===== config.mk =====
export PLATFORM = sky130hd
export DESIGN_NAME = io_periph
export DESIGN_NICKNAME = d
export VERILOG_FILES = /design/src/rtl/io_pkg.sv /design/src/rtl/btn_debounce.sv /design/src/rtl/io_periph.sv
export SDC_FILE = /design/constraint.sdc
export NUM_CORES = 1
export LEC_CHECK = 0
export ABC_AREA = 0
export CORE_ASPECT_RATIO = 0.6
export CORE_MARGIN = 4
export CORE_UTILIZATION = 55
export DETAILED_ROUTE_END_ITERATION = 10
export DONT_BUFFER_PORTS = 1
export HOLD_SLACK_MARGIN = 0.1
export PLACE_DENSITY = 0.7
export SLEW_MARGIN = 20
export SYNTH_ARGS = -nofsm -noshare
export SYNTH_HDL_FRONTEND = slang
export SYNTH_SLANG_ARGS = --single-unit

===== constraint.sdc =====
create_clock -name i_clk -period 2.7 [get_ports i_clk]
set_clock_uncertainty 0.1 [all_clocks]
set_input_delay 0.54 -clock i_clk [delete_from_list [all_inputs] [get_ports i_clk]]
set_output_delay 0.54 -clock i_clk [all_outputs]
set_load 0.02 [all_outputs]

===== src/rtl/io_pkg.sv =====
// Shared constants, types and helpers for the IO peripheral window.
package io_pkg;

  // Byte offsets of the registers inside the 256-byte IO window.
  localparam logic [7:0] OFF_LEDR   = 8'h00;
  localparam logic [7:0] OFF_LEDG   = 8'h04;
  localparam logic [7:0] OFF_HEX_LO = 8'h08;
  localparam logic [7:0] OFF_HEX_HI = 8'h0C;
  localparam logic [7:0] OFF_SW     = 8'h10;
  localparam logic [7:0] OFF_BTN    = 8'h14;
  localparam logic [7:0] OFF_EDGE   = 8'h18;

  // Board resource widths.
  localparam int LEDR_W     = 18;
  localparam int LEDG_W     = 9;
  localparam int HEX_W      = 7;
  localparam int HEX_DIGITS = 8;
  localparam int SW_W       = 18;
  localparam int BTN_N      = 4;

  // Stable-sample count needed to accept a button change (about 1 ms at 50 MHz).
  localparam int DEBOUNCE_DEFAULT = 50000;

  typedef enum logic {
    DB_RELEASED = 1'b0,
    DB_PRESSED  = 1'b1
  } db_state_e;

  // Four 7-bit digits into one bus word, one digit per byte, bit 7 of each byte zero.
  function automatic logic [31:0] pack_hex4(input logic [4*HEX_W-1:0] d);
    return {1'b0, d[27:21], 1'b0, d[20:14], 1'b0, d[13:7], 1'b0, d[6:0]};
  endfunction

endpackage


===== src/rtl/btn_debounce.sv =====
// One push-button: synchronizer, RELEASED/PRESSED debounce FSM and stability counter.
module btn_debounce
  import io_pkg::*;
#(
  parameter int DEBOUNCE_CYCLES = DEBOUNCE_DEFAULT
) (
  input  logic clk,
  input  logic rst_n,
  input  logic btn_n,
  output logic level,
  output logic press
);

  localparam int CNT_W = (DEBOUNCE_CYCLES > 1) ? $clog2(DEBOUNCE_CYCLES) : 1;
  localparam logic [CNT_W-1:0] CNT_LAST = CNT_W'(DEBOUNCE_CYCLES - 1);

  logic             meta;
  logic             sample;
  db_state_e        state;
  db_state_e        state_next;
  logic [CNT_W-1:0] cnt;
  logic [CNT_W-1:0] cnt_next;

  // Synchronize the pressed level (pin is active-low, so a cleared flop means released).
  always_ff @(posedge clk or negedge rst_n) begin
    if (!rst_n) begin
      meta   <= 1'b0;
      sample <= 1'b0;
    end else begin
      meta   <= ~btn_n;
      sample <= meta;
    end
  end

  // Debounce state and stability counter; reset drops any partial count.
  always_ff @(posedge clk or negedge rst_n) begin
    if (!rst_n) begin
      state <= DB_RELEASED;
      cnt   <= '0;
    end else begin
      state <= state_next;
      cnt   <= cnt_next;
    end
  end

  // Count samples that disagree with the accepted state; flip on the last one in a row.
  always_comb begin
    state_next = state;
    cnt_next   = '0;
    press      = 1'b0;
    if (sample != (state == DB_PRESSED)) begin
      if (cnt == CNT_LAST) begin
        if (state == DB_RELEASED) begin
          state_next = DB_PRESSED;
          press      = 1'b1;
        end else begin
          state_next = DB_RELEASED;
        end
      end else begin
        cnt_next = cnt + 1'b1;
      end
    end
  end

  assign level = (state == DB_PRESSED);

endmodule


===== src/rtl/io_periph.sv =====
// Memory-mapped board IO: LED/HEX registers, switch and debounced button inputs.
module io_periph
  import io_pkg::*;
#(
  parameter int DEBOUNCE_CYCLES = DEBOUNCE_DEFAULT
) (
  input  logic        i_clk,
  input  logic        i_reset,
  input  logic        i_io_en,
  input  logic        i_io_wren,
  input  logic [7:0]  i_io_addr,
  input  logic [3:0]  i_bmask,
  input  logic [31:0] i_data_io,
  input  logic [17:0] i_sw,
  input  logic [3:0]  i_btn,
  output logic [31:0] o_io_rdata,
  output logic [17:0] o_ledr,
  output logic [8:0]  o_ledg,
  output logic [55:0] o_hex
);

  logic [LEDR_W-1:0]           ledr_reg, ledr_next;
  logic [LEDG_W-1:0]           ledg_reg, ledg_next;
  logic [HEX_DIGITS*HEX_W-1:0] hex_bus;
  logic [BTN_N-1:0]            edge_reg, edge_next;
  logic [BTN_N-1:0]            btn_level, btn_press;
  logic [SW_W-1:0]             sw_meta, sw_sync;
  logic [31:0]                 rdata_reg, rdata_next;
  logic [5:0]                  word;
  logic                        wr_en;
  logic                        wr_ledr, wr_ledg, wr_hex_lo, wr_hex_hi, wr_edge;
  logic                        unused_bits;

  // Byte-offset bits and the bit-7 slots of the upper HEX bytes carry no state.
  assign unused_bits = ^{i_io_addr[1:0], i_data_io[31], i_data_io[23]};

  assign word      = i_io_addr[7:2];
  assign wr_en     = i_io_en & i_io_wren;
  assign wr_ledr   = wr_en && (word == OFF_LEDR[7:2]);
  assign wr_ledg   = wr_en && (word == OFF_LEDG[7:2]);
  assign wr_hex_lo = wr_en && (word == OFF_HEX_LO[7:2]);
  assign wr_hex_hi = wr_en && (word == OFF_HEX_HI[7:2]);
  assign wr_edge   = wr_en && (word == OFF_EDGE[7:2]);

  // Byte-lane merge for the LED registers, one bit at a time.
  for (genvar gi = 0; gi < LEDR_W; gi++) begin : g_ledr_bit
    assign ledr_next[gi] = (wr_ledr && i_bmask[gi/8]) ? i_data_io[gi] : ledr_reg[gi];
  end
  for (genvar gi = 0; gi < LEDG_W; gi++) begin : g_ledg_bit
    assign ledg_next[gi] = (wr_ledg && i_bmask[gi/8]) ? i_data_io[gi] : ledg_reg[gi];
  end

  // LED registers drive the pins directly.
  always_ff @(posedge i_clk or negedge i_reset) begin
    if (!i_reset) begin
      ledr_reg <= '0;
      ledg_reg <= '0;
    end else begin
      ledr_reg <= ledr_next;
      ledg_reg <= ledg_next;
    end
  end

  // One register per seven-segment digit; digits 0..3 live in the low word, 4..7 in the high.
  for (genvar gi = 0; gi < HEX_DIGITS; gi++) begin : g_hex
    logic             wr_digit;
    logic [HEX_W-1:0] digit_reg;

    assign wr_digit = ((gi < 4) ? wr_hex_lo : wr_hex_hi) && i_bmask[gi % 4];

    // Digit store: only the seven segment bits of its byte lane are kept.
    always_ff @(posedge i_clk or negedge i_reset) begin
      if (!i_reset) begin
        digit_reg <= '0;
      end else if (wr_digit) begin
        digit_reg <= i_data_io[8*(gi % 4) +: HEX_W];
      end
    end

    assign hex_bus[HEX_W*gi +: HEX_W] = digit_reg;
  end

  // Two-flop synchronizer for the slide switches.
  always_ff @(posedge i_clk or negedge i_reset) begin
    if (!i_reset) begin
      sw_meta <= '0;
      sw_sync <= '0;
    end else begin
      sw_meta <= i_sw;
      sw_sync <= sw_meta;
    end
  end

  for (genvar gi = 0; gi < BTN_N; gi++) begin : g_btn
    btn_debounce #(
      .DEBOUNCE_CYCLES(DEBOUNCE_CYCLES)
    ) u_db (
      .clk  (i_clk),
      .rst_n(i_reset),
      .btn_n(i_btn[gi]),
      .level(btn_level[gi]),
      .press(btn_press[gi])
    );
  end

  // Sticky press flags: write-one-to-clear, but a press in the same cycle wins.
  always_comb begin
    edge_next = edge_reg;
    if (wr_edge && i_bmask[0]) begin
      edge_next = edge_reg & ~i_data_io[BTN_N-1:0];
    end
    edge_next = edge_next | btn_press;
  end

  // Edge flag register.
  always_ff @(posedge i_clk or negedge i_reset) begin
    if (!i_reset) begin
      edge_reg <= '0;
    end else begin
      edge_reg <= edge_next;
    end
  end

  // Read mux samples the current (pre-write) register values; holds when not selected.
  always_comb begin
    rdata_next = rdata_reg;
    if (i_io_en) begin
      case (word)
        OFF_LEDR[7:2]:   rdata_next = 32'(ledr_reg);
        OFF_LEDG[7:2]:   rdata_next = 32'(ledg_reg);
        OFF_HEX_LO[7:2]: rdata_next = pack_hex4(hex_bus[4*HEX_W-1:0]);
        OFF_HEX_HI[7:2]: rdata_next = pack_hex4(hex_bus[8*HEX_W-1:4*HEX_W]);
        OFF_SW[7:2]:     rdata_next = 32'(sw_sync);
        OFF_BTN[7:2]:    rdata_next = 32'(btn_level);
        OFF_EDGE[7:2]:   rdata_next = 32'(edge_reg);
        default:         rdata_next = '0;
      endcase
    end
  end

  // Registered read data, one cycle after the access.
  always_ff @(posedge i_clk or negedge i_reset) begin
    if (!i_reset) begin
      rdata_reg <= '0;
    end else begin
      rdata_reg <= rdata_next;
    end
  end

  assign o_io_rdata = rdata_reg;
  assign o_ledr     = ledr_reg;
  assign o_ledg     = ledg_reg;
  assign o_hex      = hex_bus;

endmodule


==> results.sh <==
export IMPL_drcViolationCount=0
export IMPL_critical_path_required_ps=2990
export IMPL_grt_ovfl_total=0
export IMPL_largest_reg_flops=64
export IMPL_gp_congestion=0.877
export IMPL_r2r_start="g_btn[1].u_db.cnt[0]$_DFF_PN0_"
export IMPL_finalCritPeriodShare=0.838
export IMPL_p_sw_frac=0.213
export IMPL_clockPowerShare=0.465
export IMPL_synth_area_per_cell_sq_um=12.4
export IMPL_cp_max_fo=8
export IMPL_area_growth_synth_to_final_pct=16.9
export IMPL_route_final_wire_length_um=23900
export IMPL_ys_seq_elements=229
export IMPL_seqPwrFrac=0.500
export IMPL_io_pins=185
export IMPL_p_sw_mw=1.59
export IMPL_numClockSinks=229
export IMPL_finalSetupTns_ps=0
export IMPL_worst_setup_path_end_kind="register"
export IMPL_fin_crit_ps=2260
export IMPL_drv_slew=0
export IMPL_cts_setup_buffers=0
export IMPL_clockRootBuffer="clkbuf_16"
export IMPL_synth_area_sq_um=9680
export IMPL_dp_slack_ps=310
export IMPL_rrSetupSlack_ps=440
export IMPL_min_path_type="primary input to async pin"
export IMPL_grt_pass1_wl_um=38000
export IMPL_maxCapViolCount=0
export IMPL_grt_pass1_vias=6816
export IMPL_power_frac_comb=0.036
export IMPL_ir_worst_vdd_mv=0.434
export IMPL_vias=6649
export IMPL_track_usage=0.240
export IMPL_wl_met3_um=2210
export IMPL_rr_endpoint="g_btn[1].u_db.cnt[7]$_DFF_PN0_"
export IMPL_die_area_sq_um=19900
export IMPL_drive_gt1_frac=0.187
export IMPL_yosysUniqueCellTypes=55
export IMPL_critical_path_class="register to register"
export IMPL_yosysWarnings=0
export IMPL_rows=37
export IMPL_setup_viol=0
export IMPL_tritoncts="done"
export IMPL_core_area_sq_um=17200
export IMPL_startpoint_type="register"
export IMPL_nets=921
export IMPL_ys_seq_area_frac=0.592
export IMPL_whs_ps=-365
export IMPL_total_leakage_power_nw=4.97
export IMPL_antenna_cells=0
export IMPL_drt_iter0_drc=587
export IMPL_dieHeight_um=111
export IMPL_route_met2_wl_um=11100
export IMPL_routed_via_density=6.07
export IMPL_synth_edf_count=0
export IMPL_violations="hold timing"
export IMPL_final_cell_area_sq_um=11300
export IMPL_grt_start_max_net_pins=230
export IMPL_max_freq_mhz=442
export IMPL_dr_pass1_iters=5
export IMPL_met1_length_um=10100
export IMPL_setup_slack_ps=438
export IMPL_port_buffers=0
export IMPL_h_tree_depth=1
export IMPL_synthCells=783
export IMPL_mostFrequentLayoutCells="dfrtp_1, mux2_2, nor2_1"
export IMPL_postPlaceCellArea_sq_um=9950
export IMPL_cts_clk_slew_worst_paths_ps=60
export IMPL_cts_buffers=22
export IMPL_fill_cells=1264
export IMPL_final_common_cell="dfrtp_1"
export IMPL_clk_path_buf_depth=3
export IMPL_die_width_um=179
export IMPL_highest_layer="met4"
export IMPL_initial_core_util=0.562
export IMPL_reg2regPathDepth=5
export IMPL_dominantRegCellSynth="dfrtp_1"
export IMPL_relSlewSlack=0.371
export IMPL_dp_hpwl_um=16200
export IMPL_p_int_mw=5.86
export IMPL_hold_viol=229
export IMPL_detail_route_antenna_nets=0
export IMPL_synth_async_sr_flop_share=1.00
export IMPL_powerDensity_nw_per_um2=659
export IMPL_status="finished, violations left"
export IMPL_antenna_found_initial=0
export IMPL_rsz0062_at_grt="false"
export IMPL_arrival_ps=2550
export IMPL_wl_per_cell_um=21.8
export IMPL_worstSkewPairLatency_ps=500
export IMPL_tightest_slew_ps=941
==> how the worst max path moves through the flow <==
stage	end	slack, ps	start	depth (start not counted)
3_3_place_gp	g_hex[3].digit_reg[0]$_DFFE_PN0P_	350	i_io_addr[5]	5
5_1_grt	g_btn[1].u_db.cnt[6]$_DFF_PN0_	190	g_btn[1].u_db.cnt[0]$_DFF_PN0_	5
6_report	g_btn[1].u_db.cnt[7]$_DFF_PN0_	440	g_btn[1].u_db.cnt[0]$_DFF_PN0_	5
2_1_floorplan	o_ledr[10]$_DFFE_PN0P_	550	i_io_addr[4]	6
4_1_cts	g_btn[1].u_db.cnt[11]$_DFF_PN0_	450	g_btn[1].u_db.cnt[0]$_DFF_PN0_	5
3_5_place_dp	g_hex[3].digit_reg[4]$_DFFE_PN0P_	310	i_io_addr[5]	5
==> stage by stage <==
step | instances | power (mW) | hold WS [ps] | utilization
finish | 1096 | 7.45 | -365 | 0.657
global route | 1096 | 7.69 | -385 | 0.657
CTS | 1095 | 7.51 | -378 | 0.656
detailed placement | 1003 | 3.98 | 149 | 0.578
global placement | 1003 | 3.96 | 150 | 0.578
floorplan | 784 | 3.92 | 144 | -
==> per-layer routing <==
layer	vias to the layer above	track usage
li1	2940	-
met1	3414	0.328
met2	249	0.378
met3	46	0.0750
met4	0	0.0568
met5	-	0
==> logic make-up after synthesis <==
group | Yosys count | synth area share
compound gates | 88 | 0.0725
xor+xnor | 57 | 0.0516
fa+ha+maj | 4 | 0.00517
buf+inv | 58 | 0.0266
flops | 229 | 0.592
mux | 99 | 0.115
other cells | 1 | 0.000387
simple gates | 247 | 0.137
==> synth_stat cells (12+ instances only) <==
| cell | count | area (sq um) |
|---|---|---|
| a22oi_1 | 17 | 128 |
| nand4_1 | 18 | 113 |
| clkbuf_1 | 14 | 52.6 |
| nand2_1 | 15 | 56.3 |
| mux2_2 | 86 | 968 |
| nor3_1 | 16 | 80.1 |
| a221o_1 | 17 | 170 |
| inv_1 | 28 | 105 |
| xnor2_1 | 48 | 420 |
| nand3_1 | 28 | 140 |
| nor2_1 | 73 | 274 |
| dfrtp_1 | 229 | 5730 |
| o21ai_0 | 12 | 60.1 |
| nor2_2 | 12 | 75.1 |
| nor4_1 | 18 | 113 |
| nor2b_1 | 23 | 144 |
==> final cells by class <==
type                    instances  area [sq um]  area share
clock buffers                  31           656      0.0579
clock inverters                 8           169      0.0149
inverters                      28           105     0.00929
multi-input cells             497          3700       0.327
flip-flops and latches        229          5730       0.506
well taps                     234           293      0.0259
repair buffers                 69           666      0.0588
==> power groups by stage <==
stage	clock [mW]	sequential [mW]	combinational, mW
floorplan	0	3.75	0.169
global placement	0	3.78	0.178
detailed placement	0	3.79	0.189
CTS	3.52	3.72	0.265
global route	3.66	3.74	0.292
finish	3.46	3.72	0.266
==> repair_timing <==
action / in CTS / in global routing
hold buffers: 53 / 1
gates resized for setup: 0 / 0
endpoints found under the hold margin: 335 / 230
==> worst max-delay path, stage by stage, from the launching register on <==
cell,delay (ps)
dfrtp_1,390
ha_1,200
nand3_1,280
o41ai_2,820
buf_4,290
nor2_1,60
(Power assumes the default switching activity.)
